## src/rtl/priority_req_ctrl.sv

```systemverilog
// priority_req_ctrl
// Turns rising edges on four request lines into a sticky pending set.
// Grants one pending request at a time, highest index first, and holds
// each grant until the consumer acknowledges it.
//
// state | meaning
// ------+-----------------------------------------------------------
// IDLE  | no grant outstanding; valid=0; grants when en=1 and pending!=0
// GRANT | grant outstanding; valid=1; code held until ack
module priority_req_ctrl (
    input  logic       clk,
    input  logic       rst,
    input  logic       en,
    input  logic [3:0] req,
    input  logic       ack,
    output logic       valid,
    output logic [1:0] code,
    output logic [3:0] pending,
    output logic       ovf
);

    typedef enum logic {
        IDLE  = 1'b0,
        GRANT = 1'b1
    } state_t;

    state_t     state_q, state_d;
    logic       valid_q, valid_d;
    logic [1:0] code_q, code_d;
    logic [3:0] pending_q, pending_d;
    logic       ovf_q, ovf_d;
    logic [3:0] req_q;

    logic [3:0] rise;
    logic [3:0] clr;
    logic       grant_done;

    // Fixed priority: bit 3 wins. Only called with a non-zero vector.
    function automatic logic [1:0] hi_idx(input logic [3:0] v);
        logic [1:0] idx;
        if (v[3])      idx = 2'd3;
        else if (v[2]) idx = 2'd2;
        else if (v[1]) idx = 2'd1;
        else           idx = 2'd0;
        return idx;
    endfunction

    // Edge detect, service clear, and pending / overflow next-state.
    // A new rising edge on the bit being cleared wins, so the request is not lost.
    always_comb begin
        rise       = req & ~req_q;
        grant_done = (state_q == GRANT) && ack;
        clr        = grant_done ? (4'b0001 << code_q) : 4'b0000;
        pending_d  = (pending_q & ~clr) | rise;
        ovf_d      = ovf_q | (|(rise & pending_q & ~clr));
    end

    // Grant FSM: next state, held code and valid.
    always_comb begin
        state_d = state_q;
        valid_d = valid_q;
        code_d  = code_q;
        case (state_q)
            IDLE: begin
                valid_d = 1'b0;
                if (en && (pending_q != 4'b0000)) begin
                    state_d = GRANT;
                    code_d  = hi_idx(pending_q);
                    valid_d = 1'b1;
                end
            end
            GRANT: begin
                valid_d = 1'b1;
                if (ack) begin
                    state_d = IDLE;
                    valid_d = 1'b0;
                end
            end
            default: begin
                state_d = IDLE;
                valid_d = 1'b0;
            end
        endcase
    end

    // State and datapath registers; reset clears everything at once.
    always_ff @(posedge clk or posedge rst) begin
        if (rst) begin
            state_q   <= IDLE;
            valid_q   <= 1'b0;
            code_q    <= 2'd0;
            pending_q <= 4'b0000;
            ovf_q     <= 1'b0;
            req_q     <= 4'b0000;
        end else begin
            state_q   <= state_d;
            valid_q   <= valid_d;
            code_q    <= code_d;
            pending_q <= pending_d;
            ovf_q     <= ovf_d;
            req_q     <= req;
        end
    end

    assign valid   = valid_q;
    assign code    = code_q;
    assign pending = pending_q;
    assign ovf     = ovf_q;

endmodule

```

## config.mk

```make
export PLATFORM = sky130hd
export DESIGN_NAME = priority_req_ctrl
export DESIGN_NICKNAME = d
export VERILOG_FILES = /design/src/rtl/priority_req_ctrl.sv
export SDC_FILE = /design/constraint.sdc
export NUM_CORES = 1
export LEC_CHECK = 0
export BUFFER_PORTS_ARGS = -buffer_cell sky130_fd_sc_hd__clkbuf_2
export CAP_MARGIN = 20
export CORE_AREA = 2 2 39 41
export CTS_CLUSTER_SIZE = 8
export DETAILED_ROUTE_END_ITERATION = 7
export DIE_AREA = 0 0 41 43
export PLACE_DENSITY_LB_ADDON = 0.2
export SETUP_SLACK_MARGIN = 0.4
export SYNTH_ARGS = -nofsm -noshare
export SYNTH_HDL_FRONTEND = slang
export SYNTH_SLANG_ARGS = --single-unit
```

## constraint.sdc

```tcl
create_clock -name clk -period 1.4 [get_ports clk]
set_input_delay 0.28 -clock clk [delete_from_list [all_inputs] [get_ports clk]]
set_output_delay 0.28 -clock clk [all_outputs]
set_load 0.02 [all_outputs]
```

==> results of run 1 <==
per-stage QoR:
stage / hold WS (ps) / instance area [um2]
6_report: -16.0 / 739
5_1_grt: 44.4 / 739
4_1_cts: 3.96 / 729
3_5_place_dp: 295 / 619
3_3_place_gp: 294 / 619
2_1_floorplan: 144 / 524
path summary, 6_finish.rpt:
check	start	end	slack, ps	depth (start not counted)
worst max-delay path	pending[3]	code[0]	200	3
worst min-delay path	rst	req_q[3]	-20	2
max in group asynchronous	rst	code[0]	1080	2
worst max register to register	pending[3]	code[0]	200	3
worst min register to register	req_q[1]	pending[1]	440	1
min in group clk	req[0]	req_q[0]	130	1
worst max-delay path: stages (launching register included):
cell and delay, ps:
dfrtp_2 420, or2_4 270, o31ai_4 220, mux2i_1 210
area by class of cell:
type,instances,share of cell area (%)
Inverter,8,4.06
Multi-Input combinational cell,23,26.1
Clock buffer,3,3.05
Sequential cell,12,41.6
Timing Repair Buffer,23,22.5
Tap cell,16,2.71
logic make-up (layout without fill, tap and decap cells):
logic type             Yosys count  in the layout  synth area share, %
AOI/OAI and AO/OA               12             12                 20.7
buffers and inverters            8             34                 5.84
DFF                             12             12                 58.4
muxes                            1              1                 1.95
and+or+nand+nor                 10             10                 13.1
Yosys cell counts (2+ instances only):
master	instances	share of area (%)
dfrtp_1	12	58
o21ai_0	4	3.9
a22o_2	2	3.9
inv_1	8	5.8
nand2_1	3	2.2
nand4b_1	2	3.4
and3b_1	2	3.4
state kept, by name (all words and copies together) (netlist names):
signal and count:
req_q 4, ovf 1, pending 4, valid 1, code 2
power groups by stage:
stage	Sequential (mW)	Clock, mW	Combinational [mW]
2_1_floorplan	0.540	0	0.0949
3_3_place_gp	0.492	0	0.236
3_5_place_dp	0.495	0	0.236
4_1_cts	0.478	0.211	0.351
5_1_grt	0.494	0.228	0.401
6_report	0.483	0.206	0.374
per-layer routing:
layer	global-route usage, %	vias to the layer above
met5	0	-
met4	10.0	0
met3	4.71	5
met2	23.1	13
met1	21.4	195
li1	-	210
what timing repair did:
item,CTS,global route
buffers inserted,7,1
pin swaps,1,0
endpoints found under the setup margin,13,15
hold endpoints to repair,0,0
resized for setup,11,3
==> impl_metrics.tcl, run 1 <==
set metrics [dict create \
    place_inst 74 \
    areaGrowthSynthToFinish_pct 43.8 \
    finalCritPeriodShare_pct 85.8 \
    fin_cells 85 \
    syn_nets 51 \
    drt_first_pass_iters 4 \
    final_common_cell "clkbuf_2" \
    clk_pin_slew_worst_paths_ps 70 \
    numClockSinks 12 \
    start_util_pct 37.2 \
    path_class "reg -> reg" \
    ir_drop_mv 0.749 \
    m1WireLength_um 477 \
    routed_wl_um 1130 \
    drv_cap 0 \
    hold_ws_ps -16.0 \
    fp.dieH_um 43 \
    setup_slack_ps 199 \
    cts_buffers 3 \
    avgSynthCellArea_um2 12.0 \
    pwr-share-comb_pct 35.2 \
    ys_types 17 \
    coreArea_um2 1380 \
    grt_pass1_wl_um 1870 \
    hold_viol 12 \
    ys_ff_latch 12 \
    p_per_area_nw_per_um2 1440 \
    violations "hold timing" \
    clock_skew_ps 3.60 \
    post-route-util_pct 53.4 \
    final_layout_size_suffix_gt1_share_pct 58.0 \
    internal_power_mw 0.705 \
    clock_path_buffers 2 \
    pwr-share-clk_pct 19.3 \
    power_switching_mw 0.358 \
    worstMarginPinSlew_ps 451 \
    cp-end-kind "flip-flop" \
    nNetsFinal 79 \
    drc_errors 0 \
    setup.worst_path.start_class "flip-flop" \
    leakagePower_nw 0.366 \
    final_antenna_net_count 0 \
    overflow 0 \
    netlist_area_um2 514 \
    synth-seq-area-share_pct 58.4 \
    top_layer "met4" \
    synth_edf_count 0 \
    die_w_um 41 \
    final_cell_mix "11 x clkbuf_2, 8 x inv_1, 8 x buf_4, 6 x dfrtp_2, 6 x dfrtp_1" \
    grt_pass1_vias 423 \
    max_freq_mhz 833 \
    setup_viol 0 \
    async_reset_ff_share_pct 100 \
    avgRoutedWirePerCell_um 13.3 \
    synth_warnings 0 \
    slew_headroom_pct 69.9 \
    antenna_found_initial 0 \
    cp.required_ps 1590 \
    p_seq_share_pct 45.5 \
    antenna_cells 0 \
    ctsHoldBuffers 0 \
    arrival_ps 1390 \
    vias_per_cell 4.98 \
    numPortBuffers 15 \
    netlist_instances 43 \
    grt_max_degree 13 \
    cts-root-buf "clkbuf_4" \
    multi_input_area_um2 193 \
    gp_congestion 0.695 \
    status "finished with violations" \
    rsz0062_at_grt "yes" \
    hold_class "in -> async" \
    cts_tree "yes" \
    fp.dieArea_um2 1760 \
    wl_met3_um 60 \
    dp_hpwl_um 735 \
    fin_setup_tns_ps 0 \
    synthFlopType "dfrtp_1" \
    num-fill-cells 135 \
    rows 14 \
    htree_levels 1 \
    layout.area.seq_um2 308 \
    wl_met2_um 563 \
    swShare_pct 33.7 \
    pin_count 16 \
    clk_latency_ps 270 \
    vias 423 \
    pre_cts_ws_ps 206 \
    finalPower_mw 1.06 \
    period_needed_ps 1200 \
    slew_violations 0 \
    initialDrtViolationCount 8 \
    track_usage_pct 16.4 \
    path_max_fanout 3 \
]
Power figures use the tool's default switching activity.
==> run 2, diff against run 1 <==
--- a/config.mk
+++ b/config.mk
@@ -5,6 +5,7 @@
 export SDC_FILE = /design/constraint.sdc
 export NUM_CORES = 1
 export LEC_CHECK = 0
+export ABC_AREA = 1
 export BUFFER_PORTS_ARGS = -buffer_cell sky130_fd_sc_hd__clkbuf_2
 export CAP_MARGIN = 20
 export CORE_AREA = 2 2 39 41
==> impl_metrics.tcl, run 2 <==
set metrics [dict create \
    final_common_cell "nand2_1" \
    overflow 0 \
    clk_latency_ps 270 \
    period_needed_ps 1130 \
    status "completed" \
    yosysTopAreaCellShare_pct 56.3 \
    async_reset_ff_share_pct 100 \
    htree_levels 1 \
    final_cell_mix "17 x nand2_1, 12 x inv_1, 9 x dfrtp_1, 8 x nor2_1, 7 x clkbuf_2" \
    fp.dieH_um 43 \
    path_class "reg -> out" \
    slew_violations 0 \
    die_w_um 41 \
    avgSynthCellArea_um2 7.84 \
    final_antenna_net_count 0 \
    cts_buffers 3 \
    ys_types 11 \
    setup_viol 0 \
    synthTopCellsByArea "dfrtp_1 56%, nand2_1 12%, inv_1 9.9%" \
    cp.required_ps 1120 \
    finalPower_mw 1.11 \
    syn_nets 76 \
    grt_pass1_vias 469 \
    start_util_pct 38.5 \
    ir_drop_mv 0.878 \
    critical_path.cell_chain "buf_6" \
    max_freq_mhz 888 \
    pin_count 16 \
    slew_headroom_pct 81.5 \
    coreArea_um2 1380 \
    hold_ws_ps 122 \
    crit_family "flip-flops" \
    fin_setup_tns_ps 0 \
    dp_hpwl_um 776 \
    numPortBuffers 15 \
    path_buf_inv 1 \
    drt_first_pass_iters 4 \
    hold_viol 0 \
    numClockSinks 12 \
    finalCritPeriodShare_pct 80.5 \
    ys_ff_latch 12 \
    hold_end "req_q[3]" \
    clock_skew_ps 7.65 \
    cts_tree "yes" \
    antenna_cells 0 \
    rsz0062_at_grt "yes" \
    initialDrtViolationCount 29 \
    max_stage_delay_ps 430 \
    p_per_area_nw_per_um2 1340 \
    r2r-end "valid" \
    worstMarginPinSlew_ps 277 \
    synth_commonest_cells "17 x nand2_1, 14 x inv_1, 12 x dfrtp_1" \
    worstHoldStart "req[3]" \
    setup.worst_path.start_class "flip-flop" \
    track_usage_pct 16.0 \
    final_layout_size_suffix_gt1_share_pct 39.6 \
    grt_max_degree 13 \
    drc_errors 0 \
    hold_depth 1 \
    swShare_pct 34.4 \
    rows 14 \
    synth_warnings 0 \
    p_seq_share_pct 39.4 \
    routed_wl_um 1270 \
    fin_cells 112 \
    synthFlopType "dfrtp_1" \
    path_max_fanout 2 \
    nNetsFinal 105 \
    r2r_start "pending[2]" \
    crit_slowest_cell "dfrtp_2" \
    multi_input_area_um2 199 \
    areaGrowthSynthToFinish_pct 54.9 \
    cts-root-buf "clkbuf_4" \
    internal_power_mw 0.726 \
    vias_per_cell 4.66 \
    drv_cap 0 \
    avgRoutedWirePerCell_um 11.3 \
    yosys.cell_count.top_type "nand2_1" \
    r2r_cells 5 \
    antenna_found_initial 0 \
    yosysTopAreaCell "dfrtp_1" \
    clk_pin_slew_worst_paths_ps 80 \
    grt_pass1_wl_um 1870 \
    netlist_instances 68 \
    fp.dieArea_um2 1760 \
    r2r_setup_slack_ps 280 \
    arrival_ps 850 \
    synth_edf_count 0 \
    leakagePower_nw 0.449 \
    num-fill-cells 112 \
    clock_path_buffers 2 \
    layout.area.seq_um2 304 \
    cp-end-kind "output port" \
    gp_congestion 0.734 \
    synth-seq-area-share_pct 56.3 \
    pwr-share-clk_pct 20.3 \
    vias 522 \
    pwr-share-comb_pct 40.3 \
    hold_class "in -> reg" \
    place_inst 99 \
    power_switching_mw 0.381 \
    netlist_area_um2 533 \
]
==> run 2: changes by cell type in the layout (fill, tap and decap cells not counted), sizes merged, moves of 2 or more <==
| cell | before | now |
|---|---|---|
| o31ai | 2 | 0 |
| inv | 8 | 14 |
| nand2 | 3 | 19 |
| a22o | 2 | 0 |
| nand3 | 0 | 3 |
| nand4b | 2 | 0 |
| nor2 | 0 | 12 |
| buf | 10 | 12 |
| and3b | 2 | 0 |
==> run 2: what timing repair did <==
| item | CTS | global route |
|---|---|---|
| hold endpoints to repair | 6 | 0 |
| resized for setup | 11 | 20 |
| hold buffers | 1 | 0 |
| pin swaps | 0 | 3 |
| setup buffers | 7 | 1 |
| endpoints found under the setup margin | 9 | 18 |
==> run 2: cell families (layout without fill, tap and decap cells) <==
family                 after synthesis  count (layout)  share of synthesized area [%]
buffers and inverters               15              43                           10.6
DFF                                 12              12                           56.3
AOI/OAI and AO/OA                    6               6                           5.87
and+or+nand+nor                     35              35                           27.2
==> run 2: power groups by stage <==
stage               combinational (mW)  clock, mW  sequential, mW
floorplan                        0.104          0           0.504
global placement                 0.237          0           0.461
detailed placement               0.236          0           0.462
CTS                              0.387      0.231           0.427
global route                     0.482      0.253           0.444
finish                           0.446      0.225           0.436
==> run 2: worst max-delay path by stage <==
stage | depth (start not counted) | startpoint | slack (ps) | endpoint
finish | 1 | code[1] | 270 | code[1]
global route | 5 | pending[2] | 230 | valid
global placement | 6 | code[1] | 410 | ovf
floorplan | 6 | code[1] | 420 | ovf
CTS | 1 | valid | 270 | valid
detailed placement | 6 | code[1] | 410 | ovf
==> run 2: final cells by class <==
type | instances | share of cell area [%]
Clock buffer | 4 | 3.18
Inverter | 15 | 7.27
Tap cell | 16 | 2.42
Sequential cell | 12 | 36.8
Timing Repair Buffer | 24 | 26.2
Multi-Input combinational cell | 41 | 24.1
==> run 2: per-layer routing <==
layer / global-route usage (%) / routed length, um / vias to the layer above
met1: 20.1 / 528 / 236
met5: 0 / 0 / -
li1: - / - / 258
met2: 22.8 / 648 / 24
met4: 12.0 / 24 / 0
met3: 3.14 / 69 / 4
==> run 2: metrics by stage <==
stage               setup WS (ps)  area, um2  util (%)
floorplan                     420        537         -
global placement              412        632      45.7
detailed placement            408        632      45.7
CTS                           274        772      55.8
global route                  228        826      59.7
finish                        274        826      59.7
==> run 3, diff against run 2 <==
==> constraint.sdc (replaced) <==
create_clock -name clk -period 0.92 [get_ports clk]
set_input_delay 0.184 -clock clk [delete_from_list [all_inputs] [get_ports clk]]
set_output_delay 0.184 -clock clk [all_outputs]
set_load 0.02 [all_outputs]
==> impl_metrics.tcl, run 3 (synthesis gave the netlist of run 2 again) <==
set metrics [dict create \
    pwr-share-comb_pct 39.0 \
    overflow 0 \
    pin_count 16 \
    final_cell_mix "15 x nand2_1, 11 x inv_1, 8 x nor2_1, 8 x buf_6" \
    fin_setup_tns_ps -1590 \
    initialDrtViolationCount 5 \
    place_inst 103 \
    crit_family "flip-flops" \
    die_w_um 41 \
    cts_buffers 3 \
    antenna_cells 0 \
    clk_latency_ps 280 \
    vias 536 \
    vias_per_cell 4.70 \
    avgRoutedWirePerCell_um 11.4 \
    rows 14 \
    gp_congestion 0.715 \
    slew_violations 0 \
    crit_slowest_cell "dfrtp_2" \
    clock_skew_ps 1.69 \
    ir_drop_mv 0.936 \
    drc_errors 0 \
    path_max_fanout 2 \
    rsz0062_at_grt "yes" \
    r2r_setup_slack_ps -140 \
    hold_ws_ps -150 \
    drv_cap 0 \
    r2r_cells 6 \
    worstMarginPinSlew_ps 156 \
    power_switching_mw 0.622 \
    critical_path_depth 2 \
    arrival_ps 940 \
    internal_power_mw 1.25 \
    leakagePower_nw 0.478 \
    num-fill-cells 121 \
    p_per_area_nw_per_um2 2110 \
    areaGrowthSynthToFinish_pct 66.4 \
    nNetsFinal 107 \
    r2r-end "ovf" \
    coreArea_um2 1380 \
    setup.worst_path.start_class "flip-flop" \
    max_stage_delay_ps 420 \
    cp.required_ps 740 \
    grt_use_met2_pct 29.1 \
    fp.dieArea_um2 1760 \
    start_util_pct 38.5 \
    cp-end-kind "output port" \
    fp.dieH_um 43 \
    setup_viol 15 \
    max_freq_mhz 893 \
    period_needed_ps 1120 \
    numPortBuffers 15 \
    track_usage_pct 18.1 \
    use_met1_pct 18.5 \
    r2r_start "valid" \
    path_buf_inv 2 \
    grt_pass1_vias 510 \
    clock_path_buffers 2 \
    numClockSinks 12 \
    htree_levels 1 \
    grt_max_degree 13 \
    hold_viol 12 \
    pwr-share-clk_pct 23.1 \
    finalCritPeriodShare_pct 122 \
    cts-root-buf "clkbuf_4" \
    fin_cells 114 \
    antenna_found_initial 0 \
    clk_pin_slew_worst_paths_ps 80 \
    path_class "reg -> out" \
    use_met3_pct 4.71 \
    status "finished with violations" \
    slew_headroom_pct 89.5 \
    swShare_pct 33.2 \
    critical_path.cell_chain "buf_6 > buf_8" \
    violations "hold timing, setup timing" \
    routed_wl_um 1300 \
    dp_hpwl_um 840 \
    crit_start "valid" \
    final_layout_size_suffix_gt1_share_pct 51.0 \
    final_antenna_net_count 0 \
    cts_tree "yes" \
    drt_first_pass_iters 4 \
    setup_slack_ps -199 \
    hold_class "in -> async" \
    grt_pass1_wl_um 2010 \
    busiest_layer "met2" \
    p_seq_share_pct 37.9 \
    final_common_cell "nand2_1" \
    crit_path_end "valid" \
]
-- run 3: cell types whose count changed in the layout (fill, tap and decap cells not counted), moves of 3 or more --
cell / delta
buf_6: +3
buf_8: +5
clkbuf_8: -3
dfrtp_1: -4
dfrtp_2: +4
inv_4: +3
-- run 3: cell type report --
| type | instances | area, um2 | area share [%] |
|---|---|---|---|
| flip-flops and latches | 12 | 309 | 34.8 |
| repair buffers | 26 | 253 | 28.5 |
| multi-input cells | 41 | 205 | 23.1 |
| inverters | 15 | 63.8 | 7.19 |
| clock buffers | 4 | 36.3 | 4.09 |
| well taps | 16 | 20.0 | 2.26 |
-- run 3: worst min-delay path by stage --
stage,start,to,slack (ps),depth (start not counted)
3_3_place_gp,rst,ovf,160,3
5_1_grt,rst,ovf,-130,3
2_1_floorplan,rst,ovf,50,1
6_report,rst,ovf,-150,3
4_1_cts,rst,req_q[0],-150,3
3_5_place_dp,rst,ovf,160,3
-- run 3: power groups by stage --
stage / logic, mW / registers [mW] / clock network (mW)
3_5_place_dp: 0.403 / 0.711 / 0
4_1_cts: 0.643 / 0.691 / 0.438
5_1_grt: 0.787 / 0.722 / 0.462
2_1_floorplan: 0.164 / 0.785 / 0
6_report: 0.730 / 0.710 / 0.432
3_3_place_gp: 0.402 / 0.707 / 0
-- run 3: what timing repair did --
action | in CTS | in global routing
setup endpoints to repair | 16 | 16
gates resized for setup | 25 | 16
setup buffers | 6 | 1
pin swaps | 2 | 2
hold endpoints to repair | 12 | 12
-- run 3: per-stage QoR --
step	utilization (%)	total power [mW]	hold slack, ps	cell area [um2]	worst slack [ps]
floorplan	-	0.950	48.2	547	-46.8
global placement	48.6	1.11	158	672	-50.1
detailed placement	48.6	1.11	158	672	-55.3
CTS	61.3	1.77	-145	848	-219
global route	64.1	1.97	-129	887	-217
finish	64.1	1.87	-150	887	-199
-- run 3: per-layer routing --
metal	wire, um	up-vias
met4	18	0
met3	70	2
met1	515	244
met5	0	-
li1	-	266
met2	695	24
-- run 3: tightest hold or removal path, cell delays in order --
cell	delay (ps)
clkbuf_2	80
inv_1	40
buf_4	190
